<file path="config.mk">
export PLATFORM = sky130hd
export DESIGN_NAME = apb_master_arbiter_flat
export DESIGN_NICKNAME = d
export VERILOG_FILES = /design/src/rtl/apb_pkg.sv /design/src/rtl/apb_if.sv /design/src/rtl/apb_rr_arbiter.sv /design/src/rtl/apb_master_arbiter.sv /design/src/flat_wrapper.sv
export SDC_FILE = /design/constraint.sdc
export NUM_CORES = 1
export LEC_CHECK = 0
export BUFFER_PORTS_ARGS = -buffer_cell sky130_fd_sc_hd__buf_2
export CAP_MARGIN = 15
export CORE_ASPECT_RATIO = 0.5
export CORE_MARGIN = 8
export CORE_UTILIZATION = 30
export DETAILED_ROUTE_END_ITERATION = 10
export GPL_ROUTABILITY_DRIVEN = 1
export PLACE_DENSITY = 0.56
export SLEW_MARGIN = 20
export SYNTH_ARGS = -nofsm -noshare
export SYNTH_HDL_FRONTEND = slang
export SYNTH_SLANG_ARGS = --single-unit
</file>
<file path="constraint.sdc">
create_clock -name pclk -period 5.1 [get_ports pclk]
set_input_delay 1.02 -clock pclk [delete_from_list [all_inputs] [get_ports pclk]]
set_output_delay 1.02 -clock pclk [all_outputs]
set_load 0.01 [all_outputs]
</file>
<file path="src/rtl/apb_pkg.sv">
// rtl/apb_pkg.sv - shared types and defaults for the APB master arbiter
package apb_pkg;

  localparam int APB_ADDR_W = 32;
  localparam int APB_DATA_W = 32;

  typedef enum logic [1:0] {
    IDLE   = 2'd0,
    SETUP  = 2'd1,
    ACCESS = 2'd2
  } apb_state_e;

  // Requester index visited at step 'off' of a round-robin scan starting at 'ptr'.
  function automatic int rr_index(input int ptr, input int off, input int n);
    return (ptr + off) % n;
  endfunction

endpackage

</file>
<file path="src/rtl/apb_if.sv">
// rtl/apb_if.sv - APB signal bundle with master/slave views
interface apb_if
  import apb_pkg::*;
#(
  parameter int ADDR_W = APB_ADDR_W,
  parameter int DATA_W = APB_DATA_W
) ();

  logic              psel;
  logic              penable;
  logic              pwrite;
  logic [ADDR_W-1:0] paddr;
  logic [DATA_W-1:0] pwdata;
  logic              pready;
  logic [DATA_W-1:0] prdata;

  modport master (
    output psel, penable, pwrite, paddr, pwdata,
    input  pready, prdata
  );

  modport slave (
    input  psel, penable, pwrite, paddr, pwdata,
    output pready, prdata
  );

endinterface

</file>
<file path="src/rtl/apb_rr_arbiter.sv">
// rtl/apb_rr_arbiter.sv - combinational round-robin grant starting at rr_ptr
module apb_rr_arbiter
  import apb_pkg::*;
#(
  parameter int NUM_REQ = 4
) (
  input  logic [NUM_REQ-1:0]         req_valid,
  input  logic [$clog2(NUM_REQ)-1:0] rr_ptr,
  output logic [NUM_REQ-1:0]         grant,
  output logic [$clog2(NUM_REQ)-1:0] grant_id,
  output logic                       grant_any
);

  localparam int ID_W = $clog2(NUM_REQ);

  logic [ID_W-1:0] idx;

  always_comb begin
    grant     = '0;
    grant_id  = '0;
    grant_any = 1'b0;
    idx       = '0;
    for (int i = 0; i < NUM_REQ; i++) begin
      idx = ID_W'(rr_index(int'(rr_ptr), i, NUM_REQ));
      if (!grant_any && req_valid[idx]) begin
        grant[idx] = 1'b1;
        grant_id   = idx;
        grant_any  = 1'b1;
      end
    end
  end

endmodule

</file>
<file path="src/rtl/apb_master_arbiter.sv">
// rtl/apb_master_arbiter.sv - round-robin sharing of one APB master port
module apb_master_arbiter
  import apb_pkg::*;
#(
  parameter int NUM_REQ = 4,
  parameter int ADDR_W  = APB_ADDR_W,
  parameter int DATA_W  = APB_DATA_W,
  parameter int TIMEOUT = 16
) (
  input  logic                       pclk,
  input  logic                       preset,
  input  logic [NUM_REQ-1:0]         req_valid,
  input  logic [NUM_REQ-1:0]         req_write,
  input  logic [NUM_REQ*ADDR_W-1:0]  req_addr,
  input  logic [NUM_REQ*DATA_W-1:0]  req_wdata,
  output logic [NUM_REQ-1:0]         req_ready,
  output logic                       rsp_valid,
  output logic [$clog2(NUM_REQ)-1:0] rsp_id,
  output logic [DATA_W-1:0]          rsp_rdata,
  output logic                       rsp_err,
  output logic                       busy,
  apb_if.master                      apb
);

  localparam int ID_W = $clog2(NUM_REQ);
  localparam int TO_W = (TIMEOUT > 0) ? $clog2(TIMEOUT + 1) : 1;
  localparam logic [TO_W-1:0] TO_LAST = TO_W'((TIMEOUT > 0) ? TIMEOUT - 1 : 0);

  apb_state_e        state_q, state_d;
  logic [ID_W-1:0]   rr_ptr_q, rr_ptr_d;
  logic [ID_W-1:0]   cur_id_q, cur_id_d;
  logic [TO_W-1:0]   to_cnt_q, to_cnt_d;
  logic              psel_q, psel_d;
  logic              penable_q, penable_d;
  logic              pwrite_q, pwrite_d;
  logic [ADDR_W-1:0] paddr_q, paddr_d;
  logic [DATA_W-1:0] pwdata_q, pwdata_d;
  logic              rsp_valid_q, rsp_valid_d;
  logic [ID_W-1:0]   rsp_id_q, rsp_id_d;
  logic [DATA_W-1:0] rsp_rdata_q, rsp_rdata_d;
  logic              rsp_err_q, rsp_err_d;

  logic [NUM_REQ-1:0] grant;
  logic [ID_W-1:0]    grant_id;
  logic               grant_any;

  apb_rr_arbiter #(.NUM_REQ(NUM_REQ)) u_rr (
    .req_valid (req_valid),
    .rr_ptr    (rr_ptr_q),
    .grant     (grant),
    .grant_id  (grant_id),
    .grant_any (grant_any)
  );

  always_comb begin
    state_d     = state_q;
    rr_ptr_d    = rr_ptr_q;
    cur_id_d    = cur_id_q;
    to_cnt_d    = to_cnt_q;
    psel_d      = psel_q;
    penable_d   = penable_q;
    pwrite_d    = pwrite_q;
    paddr_d     = paddr_q;
    pwdata_d    = pwdata_q;
    rsp_valid_d = 1'b0;
    rsp_id_d    = rsp_id_q;
    rsp_rdata_d = rsp_rdata_q;
    rsp_err_d   = rsp_err_q;

    case (state_q)
      IDLE: begin
        if (grant_any) begin
          pwrite_d = req_write[grant_id];
          paddr_d  = req_addr[int'(grant_id)*ADDR_W +: ADDR_W];
          pwdata_d = req_wdata[int'(grant_id)*DATA_W +: DATA_W];
          cur_id_d = grant_id;
          rr_ptr_d = (grant_id == ID_W'(NUM_REQ - 1)) ? '0 : grant_id + 1'b1;
          psel_d   = 1'b1;
          state_d  = SETUP;
        end
      end
      SETUP: begin
        penable_d = 1'b1;
        to_cnt_d  = '0;
        state_d   = ACCESS;
      end
      ACCESS: begin
        // A ready slave takes priority over a timeout expiring in the same cycle.
        if (psel_q && penable_q && apb.pready) begin
          rsp_valid_d = 1'b1;
          rsp_id_d    = cur_id_q;
          rsp_rdata_d = pwrite_q ? '0 : apb.prdata;
          rsp_err_d   = 1'b0;
          psel_d      = 1'b0;
          penable_d   = 1'b0;
          state_d     = IDLE;
        end else if ((TIMEOUT != 0) && (to_cnt_q == TO_LAST)) begin
          rsp_valid_d = 1'b1;
          rsp_id_d    = cur_id_q;
          rsp_rdata_d = '0;
          rsp_err_d   = 1'b1;
          psel_d      = 1'b0;
          penable_d   = 1'b0;
          state_d     = IDLE;
        end else if (to_cnt_q != '1) begin
          to_cnt_d = to_cnt_q + 1'b1;
        end
      end
      default: begin
        psel_d    = 1'b0;
        penable_d = 1'b0;
        state_d   = IDLE;
      end
    endcase
  end

  always_ff @(posedge pclk or posedge preset) begin
    if (preset) begin
      state_q     <= IDLE;
      rr_ptr_q    <= '0;
      cur_id_q    <= '0;
      to_cnt_q    <= '0;
      psel_q      <= 1'b0;
      penable_q   <= 1'b0;
      pwrite_q    <= 1'b0;
      paddr_q     <= '0;
      pwdata_q    <= '0;
      rsp_valid_q <= 1'b0;
      rsp_id_q    <= '0;
      rsp_rdata_q <= '0;
      rsp_err_q   <= 1'b0;
    end else begin
      state_q     <= state_d;
      rr_ptr_q    <= rr_ptr_d;
      cur_id_q    <= cur_id_d;
      to_cnt_q    <= to_cnt_d;
      psel_q      <= psel_d;
      penable_q   <= penable_d;
      pwrite_q    <= pwrite_d;
      paddr_q     <= paddr_d;
      pwdata_q    <= pwdata_d;
      rsp_valid_q <= rsp_valid_d;
      rsp_id_q    <= rsp_id_d;
      rsp_rdata_q <= rsp_rdata_d;
      rsp_err_q   <= rsp_err_d;
    end
  end

  // The accept pulse is combinational so a grant lands in the same cycle the FSM sits in IDLE.
  assign req_ready   = (state_q == IDLE && !preset) ? grant : '0;
  assign rsp_valid   = rsp_valid_q;
  assign rsp_id      = rsp_id_q;
  assign rsp_rdata   = rsp_rdata_q;
  assign rsp_err     = rsp_err_q;
  assign busy        = (state_q != IDLE);
  assign apb.psel    = psel_q;
  assign apb.penable = penable_q;
  assign apb.pwrite  = pwrite_q;
  assign apb.paddr   = paddr_q;
  assign apb.pwdata  = pwdata_q;

endmodule

</file>
<file path="src/flat_wrapper.sv">
// flat-port wrapper written by rule: the top's interface ports become plain ports
module apb_master_arbiter_flat import apb_pkg::*;
#(
  parameter int NUM_REQ = 4,
  parameter int ADDR_W  = APB_ADDR_W,
  parameter int DATA_W  = APB_DATA_W,
  parameter int TIMEOUT = 16
)
  (pclk, preset, req_valid, req_write, req_addr, req_wdata, req_ready, rsp_valid, rsp_id, rsp_rdata, rsp_err, busy, apb_psel, apb_penable, apb_pwrite, apb_paddr, apb_pwdata, apb_pready, apb_prdata);
  apb_if #(.ADDR_W(ADDR_W), .DATA_W(DATA_W)) apb_i ();
  input  logic pclk;
  input  logic preset;
  input  logic [NUM_REQ-1:0] req_valid;
  input  logic [NUM_REQ-1:0] req_write;
  input  logic [NUM_REQ*ADDR_W-1:0] req_addr;
  input  logic [NUM_REQ*DATA_W-1:0] req_wdata;
  output logic [NUM_REQ-1:0] req_ready;
  output logic rsp_valid;
  output logic [$clog2(NUM_REQ)-1:0] rsp_id;
  output logic [DATA_W-1:0] rsp_rdata;
  output logic rsp_err;
  output logic busy;
  output wire logic [$bits(apb_i.psel)-1:0] apb_psel;
  output wire logic [$bits(apb_i.penable)-1:0] apb_penable;
  output wire logic [$bits(apb_i.pwrite)-1:0] apb_pwrite;
  output wire logic [$bits(apb_i.paddr)-1:0] apb_paddr;
  output wire logic [$bits(apb_i.pwdata)-1:0] apb_pwdata;
  input wire logic [$bits(apb_i.pready)-1:0] apb_pready;
  input wire logic [$bits(apb_i.prdata)-1:0] apb_prdata;
  assign apb_psel = apb_i.psel;
  assign apb_penable = apb_i.penable;
  assign apb_pwrite = apb_i.pwrite;
  assign apb_paddr = apb_i.paddr;
  assign apb_pwdata = apb_i.pwdata;
  assign apb_i.pready = apb_pready;
  assign apb_i.prdata = apb_prdata;
  apb_master_arbiter #(.NUM_REQ(NUM_REQ), .ADDR_W(ADDR_W), .DATA_W(DATA_W), .TIMEOUT(TIMEOUT)) u_core (.pclk(pclk), .preset(preset), .req_valid(req_valid), .req_write(req_write), .req_addr(req_addr), .req_wdata(req_wdata), .req_ready(req_ready), .rsp_valid(rsp_valid), .rsp_id(rsp_id), .rsp_rdata(rsp_rdata), .rsp_err(rsp_err), .busy(busy), .apb(apb_i));
endmodule
</file>
After elaboration in Yosys (flattened, before gate mapping)

Cells that the tools add are included.

Register bits: 114
Bits of input ports: 299
Logic and storage cells: 123
Output and inout port bits: 108

Equality and inequality tests: 10
Add/sub/neg operators: 5
Shifts and indexed selects: 2
Bitwise gates (word level): 5
Multiplexer cells: 55
Order comparisons: 9
Reduce and logical (&&, ||, !) cells: 24

Operators with widths:

| cell                  | count |
|---|---|
| $shiftx A128 B8 Y32   | 2 |
| $mux W32              | 3 |
| $mux W1               | 21 |
| $mux W2               | 10 |
| $mux W4               | 5 |
| $lt A2 B3 Y1 const B  | 5 |
| $mux W5               | 3 |
| $or A4 B4 Y4          | 3 |
| $bmux W1 S2           | 5 |
| $logic_and A1 B1 Y1   | 10 |
| $pmux W5 S2           | 1 |
| $demux W1 S2          | 4 |
| $ge A2 B1 Y1 const B  | 4 |
| $reduce_and A2 Y1     | 4 |
| $pmux W1 S3           | 2 |
| $pmux W2 S3           | 1 |
| $reduce_bool A2 Y1    | 3 |
| $add A5 B1 Y5 const B | 1 |
| $eq A5 B4 Y1 const B  | 1 |
| $ne A5 B5 Y1 const B  | 1 |
| $add A2 B1 Y2 const B | 2 |
| $add A2 B2 Y2 const B | 2 |
| $eq A2 B2 Y1 const B  | 2 |
| $logic_not A1 Y1      | 4 |
| other kinds (8)       | 11 |

Longest topological paths before layout

Depth after elaboration: 14
Depth in mapped cells: 14
Depth with buffers taken out: 8

Cells and area by module

From an unflattened synthesis, not the netlist that was laid out.

Cells, all modules: 484
Area, all modules: 6735.2 µm²

Modules (own cells, without submodules):

| module             | seq. area each (µm²) | times used | area each (µm²) | cells each |
|---|---|---|---|---|
| apb_master_arbiter | 2852.7               | 1          | 6313.6          | 439 |
| apb_rr_arbiter     | 0.0                  | 1          | 421.7           | 45 |

Worst setup path before layout

OpenSTA, ideal clock, no wires.

Path type: reg-to-output
Start point: reg u_core.rr_ptr_q[0]
End point: out req_ready[0]
Buffers on the path: 3
Data required time: 4.080 ns
Slack: 1.602 ns
Arrival: 2.478 ns
Stages on the path, launching flop included: 11
Cells stage by stage: dfrtp_1 buf_6 buf_4 inv_1 ha_1 buf_6 mux4_2 a211oi_2 a22o_1 nand2_1 a21oi_1

Longest elaborated chain between the ends: 13
Elaborated cells on any way between the ends: 48
Classes of those cells: 3 x add/sub; 8 x order compare; 24 x mux; 3 x bitwise; 10 x reduce/logical

RTL lines:

| item                                                  | RTL line                  | RTL |
|---|---|---|
| start: declaration                                    | apb_master_arbiter.sv:30  | `logic [ID_W-1:0] rr_ptr_q, rr_ptr_d;` |
| start signal: assignment                              | apb_master_arbiter.sv:134 | `rr_ptr_q <= rr_ptr_d;` |
| branches (longest 11 deep; another with $lt A2 B3 Y1) | --                        |  |
| $mux W4 (*)                                           | apb_rr_arbiter.sv:25      | `if (!grant_any && req_valid[idx]) begin` |
| $mux W4 (*)                                           | apb_master_arbiter.sv:150 | `assign req_ready = (state_q == IDLE && !preset) ? grant : '0;` |
| end: declaration                                      | flat_wrapper.sv:17        | `output logic [NUM_REQ-1:0] req_ready;` |

Mark *: on every way between the ends. The select of a mux whose other input is x is not followed.

Worst setup path in the final report

Start point: reg u_core.rr_ptr_q[0]
End point: out req_ready[1]

Same word-level chain as after synthesis.

==> flow_summary.ini <==
[synth]
syn-cell-area_um2 = 6910
netlist_top_cells_area = dfrtp_1, mux2i_1, o221ai_2
synth-edff-count = 0
async_reset_ff_share_pct = 100
yosys_warnings = 0
syn_area_per_cell_um2 = 10.6
netlist_instances = 650
syn_nets = 959
ys_ff_latch = 114
synthDominantCellAreaShare_pct = 41.3
yosysMostFrequentCell = nand2_1
synth_common_cells = nand2_1, mux2i_1, dfrtp_1
yosysSeqAreaShare_pct = 41.3
post_synth_num_cell_types = 50
ys.flop_type = dfrtp_1
yosysTopAreaCell = dfrtp_1

[clock_tree]
cts.sinks = 114
cts_inserted_buffers = 17
cts_tree = yes
post_cts_buffers = 0
cts-resized-gates = 0
hold_buffers = 0
clk_latency_ps = 410
path_clk_slew_ps = 60
cts_buffer_depth = 2
clock-root-buffer = clkbuf_16
htree_num_levels = 4

[setup_path]
reg2reg_from = u_core.rr_ptr_q[0]$_DFFE_PP0P_
critical_path.slowest_cell = dfrtp_1
endpoint_kind = primary output
crit_required_ps = 4080
max_stage_delay_ps = 830
cp-start-kind = register
worst-path-max-fanout = 21
crit_chain = inv_1, ha_1, mux4_2, a211oi_2, a22o_1, nand2_1, a21oi_1, buf_2
ff2ff_setup_slack_ps = 1220
crit_start = u_core.rr_ptr_q[0]$_DFFE_PP0P_
cp.arrival_ps = 3490
worst_r2r_path_depth = 8
rr_endpoint = u_core.apb.paddr[22]$_DFFE_PP0P_
cp-endpoint = req_ready[1]
critPathKind = register to primary output

[die]
rows = 39
dieArea_um2 = 28500
ios = 407
start_util_pct = 30.4
core_area_um2 = 22700
fp.dieH_um = 123
die_w_um = 231

[pwr]
p_sw_w = 0.00280
power_switching_share_pct = 43.3
power_frac_seq_pct = 25.3
power_density_nw_per_um2 = 671
pwr-share-comb_pct = 55.0
internal-power_w = 0.00366
ir_drop_v = 0.000351
p_leak_nw = 5.04
pwr-share-clk_pct = 19.7

[finish]
areaGrowthSynthToFinish_pct = 39.3
register_area_um2 = 2850
fillCellCount = 2241
num-nets-final = 1337
multiInputGateArea_um2 = 3610
n_antenna_cell = 0
drive_gt1_share_pct = 48.0
final_util_pct = 42.3

[routing]
ant_nets = 0
dr.pass1.iters = 5
routed-via-count = 6456
detail_route.wirelength_mm = 25.6
drc = 0
drtIter0Drc = 413
wl_per_cell_um = 19.0
vias_per_cell = 4.79

[sta]
maxSlewViolCount = 0
holdWs_ps = 461
fin_setup_tns_ps = 0
tightest_slew_ps = 1060
grt_setup_unrepaired = false
max_freq_ghz = 0.222
fin_worst_skew_ps = 9.21
max_slew_margin_pct = 29.4
setup_viol = 0
hold_violations = 0
fin_crit_sh_pct = 88.4
fin_crit_ps = 4510

[grt]
grt_pass1_wl_mm = 38.3
grt_pass1_vias = 6810
grt_util_all_layers_pct = 17.0
use_met2_pct = 31.3
overflow = 0
use_met1_pct = 20.7
busiest_layer = met2
use_met3_pct = 3.09
grt_max_degree = 77
antenna_found_initial = 0

[min_path]
hp-class = register to register

[job]
max-cap-violations = 0

[outcome]
outcome = completed

[placed_design]
gp_congestion = 0.807
dp_hpwl_mm = 19.6
port_buffers = 406
[sequential cells by signal, indices dropped and copies added, names as in the netlist]
name / flops
u_core.apb.paddr: 32
u_core.apb.penable: 1
u_core.apb.psel: 1
u_core.apb.pwdata: 32
u_core.apb.pwrite: 1
u_core.cur_id_q: 2
u_core.rr_ptr_q: 2
u_core.rsp_err: 1
u_core.rsp_id: 2
u_core.rsp_rdata: 32
u_core.rsp_valid: 1
u_core.state_q: 2
u_core.to_cnt_q: 5
[cells by family (layout without fill, tap and decap cells)]
family / after synthesis / in the layout / share of synthesized area [%]
buf+inv: 65 / 455 / 6.95
compound gates: 105 / 105 / 16.0
flops: 114 / 114 / 41.3
mux: 142 / 142 / 20.8
xor+xnor: 2 / 2 / 0.253
fa+ha+maj: 10 / 10 / 1.81
simple gates: 212 / 212 / 12.9
[power groups by stage]
stage | combinational, W | clock, W | sequential [W]
after floorplan | 0.00265 | 0 | 0.00174
after global routing | 0.00388 | 0.00135 | 0.00170
final | 0.00355 | 0.00127 | 0.00164
after CTS | 0.00362 | 0.00130 | 0.00164
after detailed placement | 0.00363 | 0 | 0.00164
after global placement | 0.00354 | 0 | 0.00164
[worst max-delay path: cells and delay by family (launching register included)]
| kind | cells | cell delay [ps] |
|---|---|---|
| and+or+nand+nor | 1 | 50 |
| AOI/OAI and AO/OA | 3 | 700 |
| buffers and inverters | 2 | 350 |
| DFF | 1 | 830 |
| muxes | 1 | 640 |
| adders and majority gates | 1 | 510 |
[worst min-delay path by stage]
stage	start	end	slack, ps	cells past startpoint
6_report	u_core.rsp_rdata[16]$_DFFE_PP0P_	u_core.rsp_rdata[16]$_DFFE_PP0P_	460	2
5_1_grt	u_core.rsp_rdata[16]$_DFFE_PP0P_	u_core.rsp_rdata[16]$_DFFE_PP0P_	490	2
4_1_cts	u_core.rsp_rdata[27]$_DFFE_PP0P_	u_core.rsp_rdata[27]$_DFFE_PP0P_	460	2
3_5_place_dp	u_core.rsp_rdata[27]$_DFFE_PP0P_	u_core.rsp_rdata[27]$_DFFE_PP0P_	450	2
3_3_place_gp	u_core.rsp_rdata[30]$_DFFE_PP0P_	u_core.rsp_rdata[30]$_DFFE_PP0P_	450	2
2_1_floorplan	u_core.cur_id_q[0]$_DFFE_PP0P_	u_core.rsp_id[0]$_DFFE_PP0P_	440	2
[through the flow]
stage	setup slack [ps]	area (um^2)	total power [W]	std cells
floorplan	1060	6910	0.00439	650
global placement	1190	9010	0.00518	1316
detailed placement	1020	9010	0.00527	1316
CTS	567	9620	0.00656	1347
global route	320	9630	0.00692	1347
finish	593	9630	0.00646	1347
[area by class of cell]
class / instances / share of cell area [%]
Tap cell: 307 / 3.99
Inverter: 10 / 0.442
Clock buffer: 19 / 4.50
Timing Repair Buffer: 414 / 22.0
Multi-Input combinational cell: 471 / 37.5
Clock inverter: 12 / 1.90
Sequential cell: 114 / 29.6
[cell usage in the layout (no fill, tap or decap), types with 2 or more instances in the layout]
cell type     n
o221ai_1     25
ha_1         10
o22ai_1       4
buf_4         6
o221ai_2     40
nor2b_1       3
nor2_1        5
dfrtp_1     114
mux2i_1     139
clkbuf_1      2
clkbuf_16    17
clkinvlp_4    3
clkinv_4      2
inv_1         7
inv_2         2
or2_1         2
a22o_1        4
inv_6         3
nand2_1     153
a211oi_1      2
a21oi_1       6
xnor2_1       2
o21a_1        2
a22oi_1       4
o21ai_0       2
nand3_1      34
and3b_1       2
nor3_1        4
buf_12        2
o21ai_1       6
bufinv_16     4
buf_2       406
[routing by layer]
| metal | up-vias | part of all wire [%] |
|---|---|---|
| met5 | - | 0 |
| met4 | 0 | 0.79 |
| li1 | 3131 | - |
| met3 | 17 | 2.8 |
| met1 | 3188 | 42 |
| met2 | 120 | 54 |
Power figures use the tool's default switching activity.
